## src/rtl/display_source_scheduler.sv

```systemverilog
// Round-robin scheduler that time-shares the 16-bit seven-segment display value
// among up to four sources, with a manual pin override.
module display_source_scheduler #(
    parameter int unsigned HOLD_CYCLES = 50000000,
    parameter int unsigned CNT_W       = 26
) (
    input  logic        clk,
    input  logic        rst_n,
    input  logic [3:0]  src_valid,
    input  logic [63:0] src_data,
    input  logic        pin_en,
    input  logic [1:0]  pin_sel,
    output logic [15:0] disp_value,
    output logic [1:0]  disp_src,
    output logic        disp_blank,
    output logic        disp_update
);

    typedef enum logic [1:0] {IDLE, SHOW, PIN} state_t;

    localparam logic [CNT_W-1:0] HOLD_LAST = CNT_W'(HOLD_CYCLES - 1);

    state_t           state_q, state_d;
    logic [15:0]      disp_value_q, disp_value_d;
    logic [1:0]       disp_src_q, disp_src_d;
    logic             disp_blank_q, disp_blank_d;
    logic             disp_update_q, disp_update_d;
    logic [CNT_W-1:0] hold_cnt_q, hold_cnt_d;
    logic [1:0]       rr_ptr_q, rr_ptr_d;

    // First valid source after base, wrapping so base itself is tried last.
    function automatic logic [2:0] next_valid(input logic [1:0] base, input logic [3:0] v);
        logic [2:0] res;
        logic [1:0] idx;
        res = 3'b000;
        for (int k = 4; k >= 1; k--) begin
            idx = base + 2'(k);
            if (v[idx]) res = {1'b1, idx};
        end
        return res;
    endfunction

    function automatic logic [15:0] word(input logic [1:0] i, input logic [63:0] d);
        logic [15:0] w;
        case (i)
            2'd0:    w = d[15:0];
            2'd1:    w = d[31:16];
            2'd2:    w = d[47:32];
            default: w = d[63:48];
        endcase
        return w;
    endfunction

    logic [2:0] nv_idle, nv_cur;
    assign nv_idle = next_valid(rr_ptr_q, src_valid);
    assign nv_cur  = next_valid(disp_src_q, src_valid);

    always_comb begin
        state_d       = state_q;
        disp_value_d  = disp_value_q;
        disp_src_d    = disp_src_q;
        disp_blank_d  = disp_blank_q;
        disp_update_d = 1'b0;
        hold_cnt_d    = hold_cnt_q;
        rr_ptr_d      = rr_ptr_q;

        case (state_q)
            IDLE: begin
                disp_blank_d = 1'b1;
                disp_value_d = 16'h0000;
                hold_cnt_d   = '0;
                if (pin_en) begin
                    state_d       = PIN;
                    disp_src_d    = pin_sel;
                    disp_value_d  = word(pin_sel, src_data);
                    disp_blank_d  = 1'b0;
                    disp_update_d = 1'b1;
                end else if (nv_idle[2]) begin
                    state_d       = SHOW;
                    disp_src_d    = nv_idle[1:0];
                    disp_value_d  = word(nv_idle[1:0], src_data);
                    disp_blank_d  = 1'b0;
                    disp_update_d = 1'b1;
                end
            end
            SHOW: begin
                disp_blank_d = 1'b0;
                hold_cnt_d   = hold_cnt_q + CNT_W'(1);
                disp_value_d = word(disp_src_q, src_data);
                if (pin_en) begin
                    state_d       = PIN;
                    disp_src_d    = pin_sel;
                    disp_value_d  = word(pin_sel, src_data);
                    hold_cnt_d    = '0;
                    disp_update_d = (pin_sel != disp_src_q);
                end else if (!src_valid[disp_src_q]) begin
                    hold_cnt_d = '0;
                    if (nv_cur[2]) begin
                        disp_src_d    = nv_cur[1:0];
                        disp_value_d  = word(nv_cur[1:0], src_data);
                        disp_update_d = 1'b1;
                    end else begin
                        state_d      = IDLE;
                        disp_value_d = 16'h0000;
                        disp_blank_d = 1'b1;
                    end
                end else if (hold_cnt_q == HOLD_LAST) begin
                    hold_cnt_d    = '0;
                    disp_src_d    = nv_cur[1:0];
                    disp_value_d  = word(nv_cur[1:0], src_data);
                    disp_update_d = (nv_cur[1:0] != disp_src_q);
                end
            end
            PIN: begin
                disp_blank_d = 1'b0;
                hold_cnt_d   = '0;
                if (pin_en) begin
                    disp_src_d    = pin_sel;
                    disp_value_d  = word(pin_sel, src_data);
                    disp_update_d = (pin_sel != disp_src_q);
                end else if (src_valid[disp_src_q]) begin
                    state_d      = SHOW;
                    disp_value_d = word(disp_src_q, src_data);
                end else if (nv_cur[2]) begin
                    state_d       = SHOW;
                    disp_src_d    = nv_cur[1:0];
                    disp_value_d  = word(nv_cur[1:0], src_data);
                    disp_update_d = 1'b1;
                end else begin
                    state_d      = IDLE;
                    disp_value_d = 16'h0000;
                    disp_blank_d = 1'b1;
                end
            end
            default: state_d = IDLE;
        endcase

        // Round-robin pointer follows the shown source; untouched while idle.
        if (state_d != IDLE) rr_ptr_d = disp_src_d;
    end

    always_ff @(posedge clk) begin
        if (!rst_n) begin
            state_q       <= IDLE;
            disp_value_q  <= 16'h0000;
            disp_src_q    <= 2'd0;
            disp_blank_q  <= 1'b1;
            disp_update_q <= 1'b0;
            hold_cnt_q    <= '0;
            rr_ptr_q      <= 2'd3;
        end else begin
            state_q       <= state_d;
            disp_value_q  <= disp_value_d;
            disp_src_q    <= disp_src_d;
            disp_blank_q  <= disp_blank_d;
            disp_update_q <= disp_update_d;
            hold_cnt_q    <= hold_cnt_d;
            rr_ptr_q      <= rr_ptr_d;
        end
    end

    assign disp_value  = disp_value_q;
    assign disp_src    = disp_src_q;
    assign disp_blank  = disp_blank_q;
    assign disp_update = disp_update_q;

endmodule

```

## config.mk

```make
export PLATFORM = sky130hd
export DESIGN_NAME = display_source_scheduler
export DESIGN_NICKNAME = d
export VERILOG_FILES = /design/src/rtl/display_source_scheduler.sv
export SDC_FILE = /design/constraint.sdc
export NUM_CORES = 1
export LEC_CHECK = 0
export BUFFER_PORTS_ARGS = -buffer_cell sky130_fd_sc_hd__clkbuf_2
export CAP_MARGIN = 20
export CORE_MARGIN = 1
export CORE_UTILIZATION = 50
export CTS_BUF_LIST = sky130_fd_sc_hd__clkbuf_2
export CTS_CLUSTER_SIZE = 14
export DETAILED_ROUTE_END_ITERATION = 8
export PLACE_DENSITY = 0.77
export SLEW_MARGIN = 20
export SYNTH_ARGS = -nofsm -noshare
export SYNTH_HDL_FRONTEND = slang
export SYNTH_SLANG_ARGS = --single-unit
```

## constraint.sdc

```tcl
create_clock -name clk -period 4.89 [get_ports clk]
set_input_delay 0.2445 -clock clk [delete_from_list [all_inputs] [get_ports clk]]
set_output_delay 0.2445 -clock clk [all_outputs]
set_load 0.01 [all_outputs]
```

# Word level (Yosys, flattened, before mapping)
# Cells that the tools add are included.
[classes]
n_mux = 74
order_cmp = 8
eq_ne = 13
add_sub_neg = 7
n_reduce_logical = 11
[op_table]
columns = ["operator", "count"]
rows = [
  ["case mux 16 bit (3 select lines)", 5],
  ["two-way mux 16 bit", 8],
  ["two-way mux 26 bit", 3],
  ["case mux 26 bit (2 select lines)", 1],
  ["two-way mux 2 bit", 14],
  ["adder 26 x 1 -> 26 bit, second input constant", 1],
  ["equality test 26 bit, second input constant", 1],
  ["less-than comparator 2 x 3 -> 1 bit, second input constant", 8],
  ["two-way mux 3 bit", 8],
  ["two-way mux 1 bit", 23],
  ["binary-select mux 1 bit (select 2 bit)", 8],
  ["case mux 2 bit (3 select lines)", 2],
  ["equality test 2 x 1 -> 1 bit, second input constant", 5],
  ["equality test 2 bit, second input constant", 5],
  ["logical NOT 2 bit", 5],
  ["adder 2 bit, second input constant", 4],
  ["nonzero test 2 bit", 3],
  ["adder 2 x 1 -> 2 bit, second input constant", 2],
  ["inequality test 2 bit", 2],
  ["OR reduction 2 bit", 2],
  ["case mux 1 bit (3 select lines)", 1],
  ["nonzero test 3 bit", 1],
  ["case mux 1 bit (2 select lines)", 1],
]
[word_totals]
output_inout_bits = 20
wordCells = 120
reg_bits = 50
input_bits = 73

# Longest topological paths before layout
# Gate-level depths: netlist of run 1.
[logic_depth]
depth_word = 12
depth_mapped = 12
ltp_nobuf = 9

# Worst setup path before layout of run 1
# Ideal clock, no wire load.
[synth_timing]
path_type = "flip-flop to flip-flop"
from = "register disp_src_q[1] (netlist: disp_src[1])"
to = "register disp_value_q[12] (netlist: disp_value[12])"
period_less_slack_ns = 2.817
path_stages_with_launch = 12
t_required_ns = 4.766
path_slack_ns = 2.073
arrival_time_ns = 2.693
n_path_buf = 4
setup_ns = 0.124
path_cell_list = "dfxtp_1 > buf_4 > clkbuf_1 > inv_1 > ha_1 > o31ai_1 > buf_2 > buf_1 > mux2i_1 > o22ai_1 > o211ai_1 > nand3_1"
[synth_via]
elab_chain_cells = 12
elab_cells_between_ends = 30
classes_between = "add/sub: 3; eq/ne: 4; mux: 21; reduce/logical: 2"
[synth_lines]
columns = ["item", "line_no", "text"]
rows = [
  ["from (decl)", "25", "logic [1:0] disp_src_q, disp_src_d;"],
  ["from (signal assigned)", "154", "disp_src_q <= disp_src_d;"],
  ["adder 2 bit or binary-select mux 1 bit (select 2 bit) (tied branches)", "--", ""],
  ["binary-select mux 1 bit (select 2 bit) or two-way mux 1 bit (tied branches)", "38, 96, 121", ""],
  ["two-way mux 1 bit (implied by the code) or two-way mux 3 bit (tied branches)", "38", "if (v[idx]) res = {1'b1, idx};"],
  ["two-way mux 3 bit (3 in a row)", "38", ""],
  ["equality test 2 bit, or another cell as far along", "45", "case (i)"],
  ["case mux 16 bit (3 select lines)", "45", ""],
  ["two-way mux 16 bit, on equally long branches", "98, 107", ""],
  ["two-way mux 16 bit, on equally long branches", "121, 96", ""],
  ["two-way mux 16 bit, on equally long branches", "117, 90", ""],
  ["case mux 16 bit (3 select lines) *", "67", "case (state_q)"],
  ["to (signal assigned)", "153", "disp_value_q <= disp_value_d;"],
  ["to (decl)", "24", "logic [15:0] disp_value_q, disp_value_d;"],
]
# Mark *: on every way between the ends. The rest lies on a longest branch, timed or not. The select of a mux whose other input is x is not followed.
# A chain may end at the register's enable or synchronous reset.

# Worst setup path in the final report of run 1
[layout_timing]
from = "register disp_src_q[0] (netlist: disp_src[0])"
to = "register disp_value_q[4] (netlist: disp_value[4])"
# The elaborated chain is that of the path after synthesis.

==> results.toml, run 1 <==
[outcome]
status = "complete, no violations"

[timing]
fmax_ghz = 0.298
worst_slack_ns = 1.54
finClkSkew_ns = 0.0510
worst_slew_pin_slew_ns = 1.13
rsz0062_at_grt = "false"
drv_slew = 0
finalCritPeriodShare_pct = 68.5
setup_viol = 0
period_needed_ns = 3.35
fin_setup_tns_ns = 0
hold_viol_final = 0
relSlewSlack_pct = 24.9

[floorplanning]
die_area_um2 = 10900
die_w_um = 104
start_util_pct = 51.3
fp.dieH_um = 104
rows = 37
coreArea_um2 = 10200
ios = 93

[grt]
grt_max_degree = 49
grt_usage_pct = 29.9
overflow = 0
first_global_vias = 5260
grt_first_pass_wirelength_mm = 26.3
antenna_found_initial = 0

[clock_network]
clock_latency_ns = 0.50
cts_root_buffer = "clkbuf_2"
cts_max_path_buffers = 2
post_cts_buffers = 0
cts_tree = "done"
htreeDepth = 2
path_clk_slew_ns = 0.32
cts_num_sinks = 50
cts-resized-gates = 0
cts_buffers = 5
ctsHoldBuffers = 0

[worst_hold_path]
hp-class = "in -> reg"

[finish]
fin_nets = 784
layout_commonest_cell = "clkbuf_2"
final_cell_mix = "clkbuf_2 (97), nand2_1 (52), nand3_1 (52)"
syn2layout_area_growth_pct = 10.1
utilization_pct = 56.5
drive_gt1_share_pct = 21.6
nFillCells = 945
diodes = 0

[synth]
synth_seq_area_share_pct = 19.1
syn_nets = 730
synth_area_leaders = "dfxtp_1 (19%), mux4_2 (12%), mux2i_1 (9.5%)"
netlist_instances = 648
synth_top_area_cell = "dfxtp_1"
synth_cell_type_count = 61
yosysWarnings = 0
synth_edf_count = 0
yosysTopAreaCellShare_pct = 19.1
syn_avg_cell_area_um2 = 8.11
synthFlopType = "dfxtp_1"
synth-seq-cells = 50
async_reset_ff_share_pct = 0
syn_area_um2 = 5250

[detailed_routing]
drtIter0Drc = 588
ant_nets = 0
first_pass_iters = 7
drc_errors = 0
wire_per_inst_um = 19.4
vias = 5618
wirelength_mm = 16.3
via_per_inst = 6.70

[critical_path]
crit_top_cell = "nand3_1"
crit_path_start_kind = "flip-flop"
path_class = "reg -> reg"
crit_chain = "inv_2 -> ha_1 -> o21ai_0 -> a2bb2oi_1 -> o22a_1 -> nand3_1 -> o22ai_1 -> nand3_1 -> nand3_1"
critPathArrivalTime_ns = 3.82
crit_path_top_delay_cell = "dfxtp_1"
cp.required_ns = 5.36
max_stage_delay_ns = 0.88
critPathTopFamily = "compound AO/OA/AOI/OAI gates"
cp_max_fo = 22
crit_buf_inv = 1
endpoint_kind = "flip-flop"

[pwr]
power_density_nw_per_um2 = 273
seqPwrFrac_pct = 32.2
p_sw_mw = 0.723
power.leakage_nw = 2.31
p_comb_share_pct = 55.1
p_int_mw = 0.856
totalPowerFinal_mw = 1.58
pwr-share-clk_pct = 12.7
vdd_drop_max_mv = 0.0987
p_sw_share_pct = 45.8

[placement]
place_ws_ns = 1.65
place_congestion = 0.899
numPortBuffers = 92
post-dp-hpwl_mm = 11.0

[job]
max_cap_viol_count = 0
## power by group through the flow
stage	sequential [mW]	clock, mW	combinational, mW
6_report	0.508	0.201	0.870
5_1_grt	0.515	0.216	0.938
4_1_cts	0.507	0.203	0.854
3_3_place_gp	0.510	0	0.832
2_1_floorplan	0.509	0	0.609
3_5_place_dp	0.514	0	0.852
## Yosys cell counts, drive strengths merged (3+ instances only)
library cell	n
nand2	53
nand3	52
dfxtp	50
mux2i	50
nor2	40
clkbuf	37
o21ai	37
mux4	29
inv	27
nor2b	22
a21oi	19
o22ai	19
a222oi	16
o211ai	16
buf	15
a221o	12
a21boi	11
xor2	11
a31oi	10
xnor2	10
ha	9
nand2b	9
nand4	8
o211a	8
nor3	7
a211oi	6
nor4	6
and2	5
o21a	5
or4	5
a21o	4
and3	4
o22a	4
or2	4
a22oi	3
mux2	3
o2111a	3
o311ai	3
or3	3
## final timing paths
check | from | end | slack [ns] | cells past startpoint
worst max-delay path | disp_src[0]$_SDFF_PN0_ | disp_value[4]$_SDFFE_PN0P_ | 1.54 | 9
worst min register to register | hold_cnt_q[23]$_SDFFE_PN0P_ | hold_cnt_q[23]$_SDFFE_PN0P_ | 0.52 | 2
worst min-delay path | src_data[53] | disp_value[5]$_SDFFE_PN0P_ | 0.13 | 5
worst max register to register | disp_src[0]$_SDFF_PN0_ | disp_value[4]$_SDFFE_PN0P_ | 1.54 | 9
## tightest hold or removal path, delay by kind of cell
family	cells	cell delay, ns
and+or+nand+nor	1	0.08
buffers and inverters	2	0.15
muxes	1	0.06
AOI/OAI and AO/OA	1	0.10
## area by class of cell
cell class              instances  area (µm²)  share of cell area, %
multi-input cells             519        3950                   68.3
repair buffers                 99         513                   8.87
well taps                     136         170                   2.94
clock buffers                   5        25.0                  0.433
clock inverters                 3        25.0                  0.433
flip-flops and latches         50        1000                   17.3
inverters                      27         101                   1.75
## flip-flops by register name, indices dropped and copies added (netlist names)
name / cells
hold_cnt_q: 26
disp_value: 16
disp_src: 2
rr_ptr_q: 2
state_q: 2
disp_blank: 1
disp_update: 1
## layer usage
metal	track usage [%]	wire, µm	vias up
met5	0	0	-
met4	11.8	504	0
met3	4.51	1350	47
met2	50.3	7790	297
met1	38.3	6640	2678
li1	-	-	2596
## cells by family (layout without fill, tap and decap cells)
| group | after synthesis | after routing | synth area share, % |
|---|---|---|---|
| flip-flops | 50 | 50 | 19.1 |
| buffers and inverters | 79 | 134 | 6.10 |
| AO/OA/AOI/OAI | 184 | 184 | 25.3 |
| multiplexers | 82 | 82 | 22.6 |
| AND/OR/NAND/NOR | 223 | 223 | 21.3 |
| adder cells (fa/ha/maj) | 9 | 9 | 2.14 |
| XOR/XNOR | 21 | 21 | 3.50 |
## stage by stage
stage / cell area, µm² / hold slack (ns) / std cells
6_report: 5790 / 0.133 / 839
2_1_floorplan: 5250 / 0.456 / 648
3_5_place_dp: 5740 / 0.487 / 831
5_1_grt: 5790 / 0.120 / 839
3_3_place_gp: 5740 / 0.468 / 831
4_1_cts: 5790 / 0.106 / 839
Power figures use the tool's default switching activity.
==> inputs of run 2 (changes only) <==
==> constraint.sdc (replaced) <==
create_clock -name clk -period 3.3 [get_ports clk]
set_input_delay 0.165 -clock clk [delete_from_list [all_inputs] [get_ports clk]]
set_output_delay 0.165 -clock clk [all_outputs]
set_load 0.01 [all_outputs]
==> results.toml, run 2 (synthesized netlist as in run 1, its figures left out) <==
[outcome]
status = "complete, no violations"

[finish]
regMostFlops = "hold_cnt_q"
largest_reg_flops = 26
final_cell_area_um2 = 5850
multi_input_area_um2 = 3950
instances_no_fill = 848
syn2layout_area_growth_pct = 11.4
fin_nets = 793
seqCellArea_um2 = 1000
final_cell_mix = "clkbuf_2 (97), nand2_1 (52), nand3_1 (52)"
layout_commonest_cell = "clkbuf_2"
nFillCells = 941
utilization_pct = 57.2
drive_gt1_share_pct = 22.5
diodes = 0

[floorplanning]
fp.dieH_um = 104
ios = 93
start_util_pct = 51.3
coreArea_um2 = 10200
rows = 37
die_w_um = 104
die_area_um2 = 10900

[timing]
worst_slew_pin_slew_ns = 0.839
finClkSkew_ns = 0.0495
relSlewSlack_pct = 44.1
rsz0062_at_grt = "false"
period_needed_ns = 2.82
fin_setup_tns_ns = 0
drv_slew = 0
fmax_ghz = 0.354
worst_slack_ns = 0.476
hold_viol_final = 0
finalCritPeriodShare_pct = 85.6
whs_ns = 0.0372
setup_viol = 0

[clock_network]
clock_latency_ns = 0.49
htreeDepth = 2
cts_root_buffer = "clkbuf_2"
path_clk_slew_ns = 0.33
ctsHoldBuffers = 0
cts_max_path_buffers = 2
cts-resized-gates = 0
cts_tree = "done"
cts_num_sinks = 50
post_cts_buffers = 0
cts_buffers = 5

[pwr]
totalPowerFinal_mw = 2.37
vdd_drop_max_mv = 0.177
power_density_nw_per_um2 = 405
p_sw_mw = 1.08
power.leakage_nw = 2.36
p_comb_share_pct = 56.3
seqPwrFrac_pct = 30.9
p_sw_share_pct = 45.6
p_int_mw = 1.29
pwr-share-clk_pct = 12.8

[critical_path]
ff2ff_path_depth = 9
cp_max_fo = 13
r2r_end = "disp_value[11]$_SDFFE_PN0P_"
cp-endpoint = "disp_value[11]$_SDFFE_PN0P_"
cp.required_ns = 3.77
endpoint_kind = "flip-flop"
path_class = "reg -> reg"
critPathArrivalTime_ns = 3.29
critPathLaunch = "disp_src[0]$_SDFF_PN0_"
timing.rr.start = "disp_src[0]$_SDFF_PN0_"
crit_path_start_kind = "flip-flop"
r2r_slack_ns = 0.48

[grt]
first_global_vias = 5456
overflow = 0
grt_first_pass_wirelength_mm = 26.3
antenna_found_initial = 0
grt_max_degree = 48
grt_usage_pct = 29.7

[detailed_routing]
via_per_inst = 6.63
ant_nets = 0
vias = 5619
drc_errors = 0
wire_per_inst_um = 19.3
wirelength_mm = 16.4
first_pass_iters = 5
drtIter0Drc = 631

[placement]
dpl_cell_area_um2 = 5800
place_ws_ns = 0.654
post-dp-hpwl_mm = 11.1
numPortBuffers = 92
place_inst = 840
place_congestion = 0.904

[worst_hold_path]
hp-class = "in -> reg"

[job]
max_cap_viol_count = 0
[run 2: power by group through the flow]
stage               logic, mW  registers, mW  clock network, mW
global placement         1.27          0.737                  0
floorplan               0.903          0.754                  0
finish                   1.33          0.732              0.302
detailed placement       1.30          0.740                  0
global route             1.43          0.739              0.324
CTS                      1.31          0.729              0.307
[run 2: worst min path at each step]
stage,start,to,cells past startpoint
2_1_floorplan,src_data[50],disp_value[2]$_SDFFE_PN0P_,4
3_3_place_gp,hold_cnt_q[23]$_SDFFE_PN0P_,hold_cnt_q[23]$_SDFFE_PN0P_,2
3_5_place_dp,hold_cnt_q[23]$_SDFFE_PN0P_,hold_cnt_q[23]$_SDFFE_PN0P_,2
4_1_cts,src_data[53],disp_value[5]$_SDFFE_PN0P_,5
5_1_grt,src_data[57],disp_value[9]$_SDFFE_PN0P_,5
6_report,src_data[53],disp_value[5]$_SDFFE_PN0P_,5
[run 2: per-layer routing]
metal / vias up / GRT usage [%] / wire length (µm)
met1: 2639 / 38.0 / 6750
li1: 2613 / - / -
met4: 0 / 13.8 / 428
met3: 44 / 4.64 / 1440
met5: - / 0 / 0
met2: 323 / 48.9 / 7770
[run 2: cell type report]
class / instances / area share, %
Multi-Input combinational cell: 519 / 67.5
Sequential cell: 50 / 17.1
Timing Repair Buffer: 108 / 9.92
Tap cell: 136 / 2.91
Inverter: 27 / 1.73
Clock inverter: 3 / 0.449
Clock buffer: 5 / 0.428
[run 2: critical path: stages, from the launching register on]
cell	delay [ns]
dfxtp_1	0.42
inv_2	0.09
ha_1	0.45
o21ai_0	0.14
a2bb2oi_1	0.24
o22a_1	0.24
nand3_1	0.53
o22ai_1	0.45
o211ai_1	0.13
nand3_1	0.10
